===== src/rtl/spi_master_bridge.sv =====
// spi_master_bridge
//   SPI mode-0 bus master that frames each transaction as a command byte
//   {we, adr[6:0]} followed by cmd_len_i data bytes, MSB first.
//
// Ports
//   clk_i, rst_ni              system clock, asynchronous active-low reset
//   cmd_valid_i/cmd_ready_o    command handshake; cmd_we_i/adr_i/len_i latched on accept
//   wd_valid_i/wd_ready_o      write byte stream; wd_data_i sampled when wd_ready_o is high
//   rd_valid_o/rd_ready_i      read byte stream; rd_data_o held until consumed
//   status_o                   byte received on MISO during the command byte
//   busy_o                     high from the cycle after accept until SSEL returns high
//   done_o                     one-cycle pulse in the first cycle SSEL is high again
//   SCK, SSEL, MOSI, MISO      SPI pins (CPOL=0, SSEL active low, MISO asynchronous)
//
// Handshake rule for every stream: a transfer happens on a rising clk_i edge
// where valid and ready are both high; valid never waits for ready, and a
// producer holds its data stable while valid is high and ready is low.
module spi_master_bridge #(
    parameter int unsigned CLK_DIV  = 4,
    parameter int unsigned CS_LEAD  = 2,
    parameter int unsigned CS_TRAIL = 2,
    parameter int unsigned CS_IDLE  = 4,
    parameter int unsigned BYTE_GAP = 8
) (
    input  logic       clk_i,
    input  logic       rst_ni,
    input  logic       cmd_valid_i,
    output logic       cmd_ready_o,
    input  logic       cmd_we_i,
    input  logic [6:0] cmd_adr_i,
    input  logic [7:0] cmd_len_i,
    input  logic       wd_valid_i,
    output logic       wd_ready_o,
    input  logic [7:0] wd_data_i,
    output logic       rd_valid_o,
    input  logic       rd_ready_i,
    output logic [7:0] rd_data_o,
    output logic [7:0] status_o,
    output logic       busy_o,
    output logic       done_o,
    output logic       SCK,
    output logic       SSEL,
    output logic       MOSI,
    input  logic       MISO
);

    typedef enum logic [2:0] {
        S_IDLE, S_LEAD, S_SHIFT, S_GAP, S_TRAIL
    } state_t;

    localparam int unsigned TW = 16;
    localparam logic [TW-1:0] T_DIV      = TW'(CLK_DIV - 1);
    localparam logic [TW-1:0] T_LEAD     = TW'(CS_LEAD - 1);
    localparam logic [TW-1:0] T_TRAIL    = TW'(CS_TRAIL - 1);
    // After reset the full CS_IDLE count runs before cmd_ready_o rises; after a
    // transaction the accept cycle itself is the last of the CS_IDLE high cycles.
    localparam logic [TW-1:0] T_IDLE_RST = TW'(CS_IDLE);
    localparam logic [TW-1:0] T_IDLE     = TW'(CS_IDLE - 1);
    localparam logic [TW-1:0] T_GAP      = (BYTE_GAP == 0) ? '0 : TW'(BYTE_GAP - 1);

    state_t        state_q, state_d;
    logic [TW-1:0] tmr_q, tmr_d;      // shared phase timer for every state
    logic          tmr_zero;
    logic [2:0]    bit_q;
    logic [7:0]    left_q;            // data bytes still to be shifted
    logic          first_q;           // byte in flight is the command byte
    logic          we_q;
    logic          sck_q, ssel_q, done_q;
    logic [7:0]    tx_q;
    logic [6:0]    rx_q;
    logic [7:0]    rx_byte;
    logic          miso_s1, miso_s2;
    logic [7:0]    status_q, rd_data_q;
    logic          rd_valid_q;
    logic          data_ok;
    logic          accept, load_data, phase_end, byte_end, trail_end;

    assign tmr_zero = (tmr_q == '0);
    assign rx_byte  = {rx_q, miso_s2};
    // A read byte may only start once the previous one has been consumed,
    // otherwise its capture would overwrite an unread rd_data_o.
    assign data_ok  = we_q ? wd_valid_i : !rd_valid_q;

    always_comb begin
        state_d     = state_q;
        tmr_d       = tmr_q;
        cmd_ready_o = 1'b0;
        accept      = 1'b0;
        load_data   = 1'b0;
        phase_end   = 1'b0;
        byte_end    = 1'b0;
        trail_end   = 1'b0;
        if (!tmr_zero) tmr_d = tmr_q - TW'(1);
        unique case (state_q)
            S_IDLE: begin
                cmd_ready_o = tmr_zero;
                if (tmr_zero && cmd_valid_i) begin
                    accept  = 1'b1;
                    state_d = S_LEAD;
                    tmr_d   = T_LEAD;
                end
            end
            S_LEAD: begin
                if (tmr_zero) begin
                    state_d = S_SHIFT;
                    tmr_d   = T_DIV;
                end
            end
            S_SHIFT: begin
                if (tmr_zero) begin
                    phase_end = 1'b1;
                    tmr_d     = T_DIV;
                    if (sck_q && bit_q == 3'd7) begin
                        byte_end = 1'b1;
                        if (left_q == 8'd0) begin
                            state_d = S_TRAIL;
                            tmr_d   = T_TRAIL;
                        end else if (BYTE_GAP == 0 && we_q && wd_valid_i) begin
                            // No gap configured: chain the next write byte directly.
                            load_data = 1'b1;
                        end else begin
                            state_d = S_GAP;
                            tmr_d   = T_GAP;
                        end
                    end
                end
            end
            S_GAP: begin
                if (tmr_zero && data_ok) begin
                    load_data = 1'b1;
                    state_d   = S_SHIFT;
                    tmr_d     = T_DIV;
                end
            end
            S_TRAIL: begin
                if (tmr_zero) begin
                    trail_end = 1'b1;
                    state_d   = S_IDLE;
                    tmr_d     = T_IDLE;
                end
            end
            default: state_d = S_IDLE;
        endcase
    end

    always_ff @(posedge clk_i or negedge rst_ni) begin
        if (!rst_ni) begin
            state_q    <= S_IDLE;
            tmr_q      <= T_IDLE_RST;
            bit_q      <= 3'd0;
            left_q     <= 8'd0;
            first_q    <= 1'b0;
            we_q       <= 1'b0;
            sck_q      <= 1'b0;
            ssel_q     <= 1'b1;
            done_q     <= 1'b0;
            tx_q       <= 8'd0;
            rx_q       <= 7'd0;
            miso_s1    <= 1'b0;
            miso_s2    <= 1'b0;
            status_q   <= 8'd0;
            rd_data_q  <= 8'd0;
            rd_valid_q <= 1'b0;
        end else begin
            state_q <= state_d;
            tmr_q   <= tmr_d;
            miso_s1 <= MISO;
            miso_s2 <= miso_s1;
            done_q  <= trail_end;
            if (accept) begin
                ssel_q  <= 1'b0;
                sck_q   <= 1'b0;
                bit_q   <= 3'd0;
                first_q <= 1'b1;
                we_q    <= cmd_we_i;
                left_q  <= cmd_len_i;
                tx_q    <= {cmd_we_i, cmd_adr_i};
            end
            if (trail_end) ssel_q <= 1'b1;
            if (phase_end) begin
                sck_q <= ~sck_q;
                // End of a high phase: sample MISO and advance MOSI while SCK drops.
                if (sck_q) begin
                    rx_q  <= rx_byte[6:0];
                    tx_q  <= {tx_q[6:0], 1'b0};
                    bit_q <= bit_q + 3'd1;
                end
            end
            if (byte_end) begin
                first_q <= 1'b0;
                if (first_q) status_q <= rx_byte;
                else if (!we_q) rd_data_q <= rx_byte;
            end
            if (load_data) begin
                tx_q   <= we_q ? wd_data_i : 8'h00;
                left_q <= left_q - 8'd1;
            end
            if (byte_end && !first_q && !we_q) rd_valid_q <= 1'b1;
            else if (rd_valid_q && rd_ready_i) rd_valid_q <= 1'b0;
        end
    end

    assign wd_ready_o = load_data && we_q;
    assign rd_valid_o = rd_valid_q;
    assign rd_data_o  = rd_data_q;
    assign status_o   = status_q;
    assign busy_o     = (state_q != S_IDLE);
    assign done_o     = done_q;
    assign SCK        = sck_q;
    assign SSEL       = ssel_q;
    assign MOSI       = tx_q[7];

endmodule


===== config.mk =====
export PLATFORM = sky130hd
export DESIGN_NAME = spi_master_bridge
export DESIGN_NICKNAME = d
export VERILOG_FILES = /design/src/rtl/spi_master_bridge.sv
export SDC_FILE = /design/constraint.sdc
export NUM_CORES = 1
export LEC_CHECK = 0
export BUFFER_PORTS_ARGS = -buffer_cell sky130_fd_sc_hd__clkbuf_2
export CAP_MARGIN = 20
export CORE_UTILIZATION = 25
export DETAILED_ROUTE_END_ITERATION = 8
export GPL_TIMING_DRIVEN = 0
export PLACE_DENSITY = 0.51
export SLEW_MARGIN = 0
export SYNTH_ARGS = -nofsm -noshare
export SYNTH_HDL_FRONTEND = slang
export SYNTH_SLANG_ARGS = --single-unit

===== constraint.sdc =====
create_clock -name clk_i -period 3.1 [get_ports clk_i]
set_clock_uncertainty 0.05 [all_clocks]
set_input_delay 0.465 -clock clk_i [delete_from_list [all_inputs] [get_ports clk_i]]
set_output_delay 0.465 -clock clk_i [all_outputs]
set_load 0.005 [all_outputs]

# After elaboration in Yosys (flattened, before gate mapping)
# Cells that the tools add are included.
[totals]
ff_bits = 69
inputBits = 30
output_inout_bits = 24
word_cells = 102
[op_classes]
addsub = 3
eq_ne = 11
mux = 45
bitwise = 3
n_reduce_logical = 24
[op_table]
columns = ["operator", "n"]
rows = [
  ["$mux W16", 5],
  ["$pmux W16 S4", 1],
  ["$mux W8", 7],
  ["$mux W3", 12],
  ["$mux W1", 19],
  ["$logic_not A16 Y1", 1],
  ["$sub A16 B1 Y16 const B", 1],
  ["$pmux W3 S5", 1],
  ["$ne A2 B2 Y1 const B", 6],
  ["$reduce_bool A2 Y1", 5],
  ["$logic_not A8 Y1", 1],
  ["$sub A8 B1 Y8 const B", 1],
  ["$logic_and A1 B1 Y1", 7],
  ["$eq A3 B2 Y1 const B", 2],
  ["$eq A3 B3 Y1 const B", 2],
  ["$reduce_and A6 Y1", 1],
  ["$reduce_and A2 Y1", 2],
  ["$add A3 B1 Y3 const B", 1],
  ["$eq A3 B1 Y1 const B", 1],
  ["$logic_not A1 Y1", 3],
  ["$logic_not A3 Y1", 1],
  ["$not A1 Y1", 3],
  ["$reduce_and A3 Y1", 1],
  ["$reduce_bool A3 Y1", 1],
  ["$reduce_or A2 Y1", 1],
]

# Logic depth before layout (Yosys ltp)
# Gate-level depths: netlist (run 1).
[depth]
ltp_word = 8
ltp_mapped = 9
ltp_nobuf = 9

# Worst setup path before layout (run 1)
# Ideal clock, no wire load.
[synth_timing]
path_kind = "register to register"
from = "register tmr_q[1]"
to = "register left_q[5]"
setup_time_ns = 0.124
arrival_time_ns = 2.461
required_time_ns = 2.926
slack_ns = 0.465
path_stages_with_launch = 8
path_buffers = 0
synth_period_minus_slack_ns = 2.635
path_cell_list = "dfrtp_1 inv_1 ha_1 or3b_2 or4_4 or3_4 o211a_1 a211o_1"
[synth_between]
elab_chain_cells = 5
elab_cells_between_ends = 9
cone_classes = "5 x mux; 4 x reduce/logical"
[synth_lines]
columns = ["item", "line_no", "text"]
rows = [
  ["start: declaration", "62", "logic [TW-1:0] tmr_q, tmr_d;"],
  ["start signal: assignment", "166", "tmr_q <= tmr_d;"],
  ["$logic_not A16 Y1 *", "78", "assign tmr_zero = (tmr_q == '0);"],
  ["$logic_and A1 B1 Y1 (on tied branches)", "129, 97", ""],
  ["$mux W1 (on tied branches)", "129, 97", ""],
  ["$mux W1", "94", "unique case (state_q)"],
  ["$mux W8 or $reduce_bool A2 Y1 (tied branches)", "n/a", ""],
  ["end signal: assignment", "176", "left_q <= cmd_len_i;"],
  ["end signal: assignment", "196", "left_q <= left_q - 8'd1;"],
  ["end: declaration", "65", "logic [7:0] left_q;"],
]
# Mark *: on every way between the ends. The rest lies on a longest branch, timed or not.
# A chain may end at the register's enable or synchronous reset.

# Worst setup path in the final report (run 1)
[layout_timing]
from = "register tmr_q[10]"
to = "output port cmd_ready_o"
[layout_between]
elab_chain_cells = 2
[layout_lines]
columns = ["item", "line_no", "text"]
rows = [
  ["$logic_not A16 Y1", "78", ""],
  ["$mux W1", "94", ""],
  ["end: declaration", "28", "output logic cmd_ready_o,"],
]
# No other way between the ends.

==> results of run 1 <==
critical path: cells and delay by family (launching register included):
family / cells / cell delay (ns)
flip-flops: 1 / 0.41
AND/OR/NAND/NOR: 4 / 1.39
buffers and inverters: 2 / 0.29
logic make-up (layout without fill, tap and decap cells):
kind of cell	Yosys count	after routing	share of synthesized area, %
xor+xnor	7	7	1.87
mux	25	25	8.28
simple gates	123	123	18.7
buf+inv	21	90	2.63
compound gates	69	69	13.9
flops	69	69	52.7
fa+ha+maj	5	5	1.91
layout by cell type, fill, tap and decap left out, types with 6 or more instances in the layout:
cell type,n
nand3_1,12
clkbuf_2,52
xor2_1,6
nand2_1,38
mux2_2,17
a21oi_1,8
nor3_1,11
dfrtp_1,67
a22oi_1,7
mux2i_1,8
clkbuf_16,9
o21ai_0,25
or4_1,7
inv_1,11
nor2_1,25
stage by stage:
step / setup TNS (ns) / setup slack, ns
global placement: -0.328 / -0.159
floorplan: 0 / 0.465
global route: 0 / 0.0341
detailed placement: -0.263 / -0.148
finish: 0 / 0.159
CTS: 0 / 0.0858
layer usage:
| layer | up-vias | wire [um] | track usage (%) |
|---|---|---|---|
| li1 | 1296 | - | - |
| met1 | 1321 | 3880 | 17.9 |
| met2 | 73 | 3680 | 19.8 |
| met3 | 11 | 494 | 3.27 |
| met4 | 0 | 93 | 5.49 |
| met5 | - | 0 | 0 |
area by class of cell:
class / count / share of cell area (%)
Clock buffer: 11 / 6.13
Multi-Input combinational cell: 229 / 36.1
Sequential cell: 69 / 41.9
Inverter: 11 / 1.00
Buffer: 9 / 1.00
Tap cell: 172 / 5.22
Clock inverter: 4 / 1.33
Timing Repair Buffer: 55 / 7.34
how the worst min path moves through the flow:
stage	endpoint	cells after the start	slack, ns	startpoint
floorplan	SCK	0	0.12	rst_ni
global placement	miso_s2	0	0.28	miso_s1
detailed placement	miso_s2	0	0.29	miso_s1
CTS	tmr_q[5]	1	0.04	rst_ni
global route	tmr_q[5]	1	0.06	rst_ni
finish	tmr_q[5]	1	0.03	rst_ni
power by group:
group / switching [W] / internal [W]
combinational: 0.0000267 / 0.0000190
sequential: 0.00000494 / 0.000906
clock: 0.000385 / 0.000667
registers in the layout (all words and copies together) (netlist names):
name / flops
miso_s1: 1
tx_q: 8
bit_q: 3
state_q: 3
SSEL: 1
left_q: 8
rx_q: 7
rd_data_o: 8
first_q: 1
rd_valid_o: 1
done_o: 1
tmr_q: 16
miso_s2: 1
we_q: 1
SCK: 1
status_o: 8
what timing repair did:
item | CTS | global route
endpoints found under the setup margin | 4 | 5
gates resized for setup | 2 | 2
hold endpoints to repair | 0 | 0
buffers inserted | 1 | 0
pin swaps | 1 | 0
==> impl_metrics.env, run 1 <==
export IMPL_status="completed"
export IMPL_rows=41
export IMPL_clk_latency_ns=0.33
export IMPL_place_area_um2=3790
export IMPL_fin_util_pct=32.4
export IMPL_leakage_nw=2.05
export IMPL_gp_congestion=0.843
export IMPL_finalHoldViolCount=0
export IMPL_async_reset_ff_share_pct=100
export IMPL_fin_cells=560
export IMPL_synth_edf_count=0
export IMPL_io_buffers=53
export IMPL_yosysSeqAreaShare_pct=52.7
export IMPL_die_area_um2=13600
export IMPL_drv_slew=0
export IMPL_dp_hpwl_um=5980
export IMPL_timing_rr_start="tmr_q[1]"
export IMPL_vdd_drop_max_uv=276
export IMPL_cts_sinks=69
export IMPL_dr_pass1_iters=4
export IMPL_critical_path_endpoint="cmd_ready_o"
export IMPL_critPathArrivalTime_ns=2.43
export IMPL_tightest_slew_ns=0.871
export IMPL_grt_max_degree=45
export IMPL_wl_per_cell_um=14.5
export IMPL_dp_cells=545
export IMPL_synth_nets=354
export IMPL_fin_nets=419
export IMPL_clk_path_buf_depth=2
export IMPL_vias=2701
export IMPL_grt_pass1_wl_um=13500
export IMPL_hold_worst_slack_ns=0.0348
export IMPL_timing_rr_end="tx_q[4]"
export IMPL_yosysMostFrequentCell="dfrtp_1"
export IMPL_n_antenna_cell=0
export IMPL_initial_core_util_pct=25.8
export IMPL_clock_root_buffer="clkbuf_16"
export IMPL_ys_ff_latch=69
export IMPL_holdCritPathClass="in2async"
export IMPL_finalSetupViolations=0
export IMPL_critPathKind="reg2out"
export IMPL_finalCritPeriodShare_pct=94.9
export IMPL_drt_iter0_markers=106
export IMPL_crit_chain="or4_1 > or2_2 > nor3_4 > inv_1 > nor2_1 > clkbuf_2"
export IMPL_multi_input_area_um2=1490
export IMPL_maxCapViolCount=0
export IMPL_htree_num_levels=3
export IMPL_synthesis_area_um2=3280
export IMPL_filler_cell_count=1356
export IMPL_clk_pin_slew_worst_paths_ns=0.06
export IMPL_via_per_inst=4.82
export IMPL_syn_inst=319
export IMPL_postRouteAntennaNets=0
export IMPL_ff2ff_path_depth=8
export IMPL_yosysWarnings=0
export IMPL_rsz0062_at_grt="false"
export IMPL_synthFlopType="dfrtp_1"
export IMPL_worstPathRequired_ns=2.58
export IMPL_post_route_drc_count=0
export IMPL_crit_fanout=7
export IMPL_synthDistinctLibCells=51
export IMPL_power_density_nw_per_um2=487
export IMPL_fin_crit_ns=2.94
export IMPL_cts_hold_buf=0
export IMPL_cp_start_kind="flop"
export IMPL_grt_pass1_vias=2620
export IMPL_crit_slowest_cell="or4_1"
export IMPL_startpoint="tmr_q[10]"
export IMPL_total_power_w=0.00201
export IMPL_rrSetupSlack_ns=0.17
export IMPL_wl_um=8140
export IMPL_fin_area_um2=4130
export IMPL_max_stage_delay_ns=0.64
export IMPL_coreArea_um2=12700
export IMPL_drive_above_1_share_pct=27.1
export IMPL_area_delta_synth_final_pct=25.8
export IMPL_pin_count=54
export IMPL_register_area_um2=1730
export IMPL_syn_avg_cell_area_um2=10.3
export IMPL_ys_top_cells_by_area="dfrtp_1 (51%), mux2_2 (5.8%), nand2_1 (4.3%)"
export IMPL_antenna_found_initial=0
export IMPL_cts_tree="done"
export IMPL_yosysTopAreaCell="dfrtp_1"
export IMPL_cp_end_kind="output port"
export IMPL_slew_headroom_pct=41.0
export IMPL_die_height_um=117
export IMPL_die_w_um=117
export IMPL_cts_buffers=9
export IMPL_grt_total_usage_pct=13.1
export IMPL_synth_common_cells="dfrtp_1 (67), nand2_1 (38), nor2_1 (25), o21ai_0 (25), mux2_2 (17)"
export IMPL_grt_overflow=0
export IMPL_netlist_area_leader_share_pct=51.1
export IMPL_max_freq_ghz=0.340
Note: power is estimated with default switching activity, not from simulation.
==> run 2, diff against run 1 <==
--- a/config.mk
+++ b/config.mk
@@ -11,6 +11,7 @@
 export DETAILED_ROUTE_END_ITERATION = 8
 export GPL_TIMING_DRIVEN = 0
 export PLACE_DENSITY = 0.51
+export RECOVER_POWER = 25
 export SLEW_MARGIN = 0
 export SYNTH_ARGS = -nofsm -noshare
 export SYNTH_HDL_FRONTEND = slang
==> run 2 against run 1 <==
Compared with the run above:
- first-iteration DRC count is 3.8% lower
- global-route usage stayed put
- fmax grew 0.10%
- non-clock buffer count did not move
- count of clock-buffer cells in the layout stayed put
- clock power about the same
- worst setup slack improved by 0.0030 ns
- critical path depth is the same
- die area stayed put
- combinational power decreased by 9.2%
- power is 0.20% lower
- sequential power barely moved
- critical path type unchanged
==> impl_metrics.env, run 2 (synthesis results as in run 1) <==
export IMPL_status="completed"
export IMPL_cts_buffers=9
export IMPL_clock_root_buffer="clkbuf_16"
export IMPL_vias=2714
export IMPL_fin_util_pct=32.2
export IMPL_die_height_um=117
export IMPL_crit_slowest_cell="or4_1"
export IMPL_timing_rr_start="tmr_q[1]"
export IMPL_finalSetupViolations=0
export IMPL_postRouteAntennaNets=0
export IMPL_holdCritPathClass="in2reg"
export IMPL_critPathKind="reg2out"
export IMPL_drive_above_1_share_pct=26.8
export IMPL_fin_crit_ns=2.94
export IMPL_slew_headroom_pct=6.80
export IMPL_finalWorstSetupSlack_ns=0.162
export IMPL_io_buffers=53
export IMPL_antenna_found_initial=0
export IMPL_grt_pass1_vias=2620
export IMPL_largest_reg_flops=16
export IMPL_cp_end_kind="output port"
export IMPL_initial_core_util_pct=25.8
export IMPL_layout_commonest_cell="dfrtp_1"
export IMPL_grt_pass1_wl_um=13500
export IMPL_finalCritPeriodShare_pct=94.8
export IMPL_grt_total_usage_pct=13.1
export IMPL_fin_cells=560
export IMPL_maxCapViolCount=0
export IMPL_power_density_nw_per_um2=489
export IMPL_crit_chain="or4_1 > or2_2 > nor3_4 > inv_1 > nor2_1 > clkbuf_2"
export IMPL_rsz0062_at_grt="false"
export IMPL_place_ws_ns=-0.148
export IMPL_cts_tree="done"
export IMPL_tightest_slew_ns=1.40
export IMPL_die_w_um=117
export IMPL_htree_num_levels=3
export IMPL_cp_start_kind="flop"
export IMPL_crit_fanout=7
export IMPL_wl_um=8100
export IMPL_pin_count=54
export IMPL_dp_hpwl_um=5980
export IMPL_post_route_drc_count=0
export IMPL_die_area_um2=13600
export IMPL_grt_max_degree=45
export IMPL_top_register="tmr_q"
export IMPL_vdd_drop_max_uv=277
export IMPL_dp_cells=545
export IMPL_max_stage_delay_ns=0.64
export IMPL_cp_buffers_inverters=2
export IMPL_dr_pass1_iters=4
export IMPL_hp_start="MISO"
export IMPL_n_antenna_cell=0
export IMPL_grt_overflow=0
export IMPL_clk_path_buf_depth=2
export IMPL_critPathTopFamily="simple AND/OR/NAND/NOR gates"
export IMPL_critPathArrivalTime_ns=2.42
export IMPL_gp_congestion=0.843
export IMPL_worstPathRequired_ns=2.58
export IMPL_via_per_inst=4.85
export IMPL_fin_nets=419
export IMPL_clk_pin_slew_worst_paths_ns=0.06
export IMPL_wl_per_cell_um=14.5
export IMPL_max_freq_ghz=0.340
export IMPL_area_delta_synth_final_pct=25.0
export IMPL_leakage_nw=2.04
export IMPL_startpoint="tmr_q[10]"
export IMPL_drv_slew=0
export IMPL_clk_latency_ns=0.33
export IMPL_finalHoldViolCount=0
export IMPL_coreArea_um2=12700
export IMPL_drt_iter0_markers=102
export IMPL_rows=41
export IMPL_final_cell_mix="dfrtp_1 (67), clkbuf_2 (53), nand2_1 (38)"
export IMPL_cts_sinks=69
==> run 2: cell types whose count changed in the layout (fill, tap and decap cells not counted), sizes merged <==
cell and change:
clkbuf +1, buf -1
==> run 2: timing repair <==
action                     4_1_cts  5_1_grt
setup endpoints to repair        4        5
hold buffers                     0        0
setup buffers                    1        0
pin swaps                        1        0
gates resized for setup          2        2
==> run 2: path summary, 6_finish.rpt <==
kind / to / slack, ns / cells past startpoint
worst max-delay path: cmd_ready_o / 0.16 / 6
worst min-delay path: miso_s1 / 0.19 / 1
worst max register to register: tx_q[4] / 0.18 / 8
worst min register to register: miso_s2 / 0.30 / 0
max in group asynchronous: bit_q[1] / 0.83 / 2
min in group asynchronous: state_q[2] / 0.40 / 1
==> run 2: routing by layer <==
layer,up-vias,share of wire (%),global-route usage (%)
met5,-,0,0
li1,1295,-,-
met2,73,45,19.8
met3,11,5.9,3.27
met1,1335,48,17.9
met4,0,1.2,5.49
==> run 2: area by class of cell <==
class / count / area [um^2]
buffer: 9 / 41.3
clock buffer: 11 / 253
clock inverter: 4 / 55.1
fill: 1361 / 8620
inverter: 11 / 41.3
multi-input combinational: 229 / 1490
sequential: 69 / 1730
tap: 172 / 215
timing repair buffer: 55 / 277
==> run 2: power breakdown <==
part | internal (W) | switching (W)
combinational | 0.0000153 | 0.0000263
clock | 0.000667 | 0.000385
sequential | 0.000907 | 0.00000497
==> run 2: metrics by stage <==
step	area (um^2)	total power (W)	TNS, ns	hold WS (ns)
floorplan	3280	0.000930	0	0.119
global placement	3760	0.000970	-0.328	0.283
detailed placement	3790	0.000976	-0.263	0.291
CTS	4120	0.00204	0	0.0426
global route	4100	0.00208	0	0.180
finish	4100	0.00201	0	0.189
==> run 3, diff against run 2 <==
--- a/config.mk
+++ b/config.mk
@@ -6,7 +6,7 @@
 export NUM_CORES = 1
 export LEC_CHECK = 0
 export BUFFER_PORTS_ARGS = -buffer_cell sky130_fd_sc_hd__clkbuf_2
-export CAP_MARGIN = 20
+export CAP_MARGIN = 40
 export CORE_UTILIZATION = 25
 export DETAILED_ROUTE_END_ITERATION = 8
 export GPL_TIMING_DRIVEN = 0
==> constraint.sdc (replaced) <==
create_clock -name clk_i -period 3.1 [get_ports clk_i]
set_clock_uncertainty 0.05 [all_clocks]
set_input_delay 0.93 -clock clk_i [delete_from_list [all_inputs] [get_ports clk_i]]
set_output_delay 0.93 -clock clk_i [all_outputs]
set_load 0.005 [all_outputs]
==> run 3 against run 2 <==
Compared with the run above:
- die area unchanged
- clock power about the same
- largest cell class unchanged
- via count up 1.1%
- highest routed layer unchanged
- largest power group unchanged
- critical endpoint unchanged
- sequential cell count unchanged
- the flow now finishes with violations (capacitance limit, slew limit)
- critical path type unchanged
==> impl_metrics.env, run 3 (synthesis results as in run 1) <==
export IMPL_status="complete, but fails checks"
export IMPL_violations="capacitance limit, slew limit"
export IMPL_startpoint="tmr_q[8]"
export IMPL_vdd_drop_max_uv=276
export IMPL_fin_nets=429
export IMPL_rows=41
export IMPL_fin_cells=570
export IMPL_holdCritPathClass="reg2reg"
export IMPL_crit_chain="or4_4 > or2_4 > nor3_4 > inv_2 > nor2_2 > clkbuf_2"
export IMPL_cts_tree="done"
export IMPL_worstPathRequired_ns=2.12
export IMPL_wl_per_cell_um=14.6
export IMPL_critPathTopFamily="simple AND/OR/NAND/NOR gates"
export IMPL_cts_hold_buf=0
export IMPL_final_setup_tns_ns=0
export IMPL_maxCapViolCount=1
export IMPL_cts_sinks=69
export IMPL_via_per_inst=4.81
export IMPL_finalCritPeriodShare_pct=97.7
export IMPL_crit_slowest_cell="or4_4"
export IMPL_slew_headroom_pct=-2.83
export IMPL_antenna_found_initial=0
export IMPL_clk_pin_slew_worst_paths_ns=0.06
export IMPL_grt_pass1_wl_um=13500
export IMPL_rrSetupSlack_ns=0.21
export IMPL_drive_above_1_share_pct=31.7
export IMPL_drv_slew=26
export IMPL_fin_util_pct=33.5
export IMPL_critPathArrivalTime_ns=2.05
export IMPL_timing_rr_start="tmr_q[1]"
export IMPL_area_delta_synth_final_pct=29.9
export IMPL_grt_pass1_vias=2616
export IMPL_dp_cells=545
export IMPL_finalHoldViolCount=0
export IMPL_clk_latency_ns=0.33
export IMPL_io_buffers=53
export IMPL_dp_hpwl_um=5980
export IMPL_final_cell_mix="dfrtp_1 (65), clkbuf_2 (52), nand2_1 (37)"
export IMPL_grt_total_usage_pct=13.2
export IMPL_layout_commonest_cell="dfrtp_1"
export IMPL_top_register="tmr_q"
export IMPL_postRouteAntennaNets=0
export IMPL_pin_count=54
export IMPL_tightest_slew_ns=1.54
export IMPL_drt_iter0_markers=108
export IMPL_cp_depth=6
export IMPL_coreArea_um2=12700
export IMPL_critPathKind="reg2out"
export IMPL_ff2ff_path_depth=8
export IMPL_die_w_um=117
export IMPL_filler_cell_count=1346
export IMPL_htree_num_levels=3
export IMPL_leakage_nw=2.10
export IMPL_crit_fanout=4
export IMPL_hold_worst_slack_ns=0.302
export IMPL_total_power_w=0.00201
export IMPL_grt_max_degree=45
export IMPL_largest_reg_flops=16
export IMPL_gp_congestion=0.843
export IMPL_grt_overflow=0
export IMPL_n_antenna_cell=0
export IMPL_clock_root_buffer="clkbuf_16"
export IMPL_power_density_nw_per_um2=472
export IMPL_clk_path_buf_depth=2
export IMPL_dr_pass1_iters=4
export IMPL_timing_rr_end="tx_q[3]"
export IMPL_cp_end_kind="output port"
export IMPL_wl_um=8300
export IMPL_cp_buffers_inverters=2
export IMPL_die_height_um=117
export IMPL_die_area_um2=13600
export IMPL_finalSetupViolations=0
export IMPL_vias=2743
export IMPL_critical_path_endpoint="cmd_ready_o"
export IMPL_initial_core_util_pct=25.8
export IMPL_max_freq_ghz=0.330
export IMPL_cp_start_kind="flop"
export IMPL_max_stage_delay_ns=0.57
export IMPL_cts_buffers=9
export IMPL_rsz0062_at_grt="true"
export IMPL_fin_crit_ns=3.03
export IMPL_post_route_drc_count=0
==> run 3: cell type report <==
cell class                 count  area, um^2  share of cell area [%]
sequential                    69        1730                    40.6
multi-input combinational    229        1540                    36.2
timing repair buffer          65         378                    8.87
clock buffer                  11         253                    5.93
tap                          172         215                    5.05
clock inverter                 4        55.1                    1.29
buffer                         9        43.8                    1.03
inverter                      11        41.3                   0.969
==> run 3: what timing repair did <==
action                                  4_1_cts  5_1_grt
cloned                                        0        0
buffers inserted                              2        9
resized for setup                            10       15
pin swaps                                     2        2
endpoints found under the setup margin        4       13
hold endpoints to repair                      0        0
==> run 3: how the worst min path moves through the flow <==
stage | depth (start not counted) | from | to | slack (ns)
after floorplan | 0 | miso_s1 | miso_s2 | 0.28
after global placement | 0 | miso_s1 | miso_s2 | 0.28
after detailed placement | 0 | miso_s1 | miso_s2 | 0.29
after CTS | 0 | miso_s1 | miso_s2 | 0.30
after global routing | 0 | miso_s1 | miso_s2 | 0.31
final | 0 | miso_s1 | miso_s2 | 0.30
==> run 3: layer usage <==
metal | vias up | global-route usage, % | wire length [um]
li1 | 1316 | - | -
met1 | 1332 | 18.1 | 3940
met2 | 81 | 19.8 | 3740
met3 | 14 | 3.27 | 473
met4 | 0 | 5.49 | 138
met5 | - | 0 | 0
==> run 3: report_power, final <==
part | internal, W | switching [W]
Combinational | 0.0000187 | 0.0000267
Sequential | 0.000906 | 0.00000502
Clock | 0.000667 | 0.000388
Total | 0.00159 | 0.000419
==> run 3: stage by stage <==
| step | area (um^2) | setup slack, ns |
|---|---|---|
| global placement | 3760 | -0.624 |
| finish | 4260 | 0.0713 |
| global route | 4260 | -0.0138 |
| detailed placement | 3790 | -0.613 |
| floorplan | 3280 | 0.147 |
| CTS | 4140 | -0.0201 |
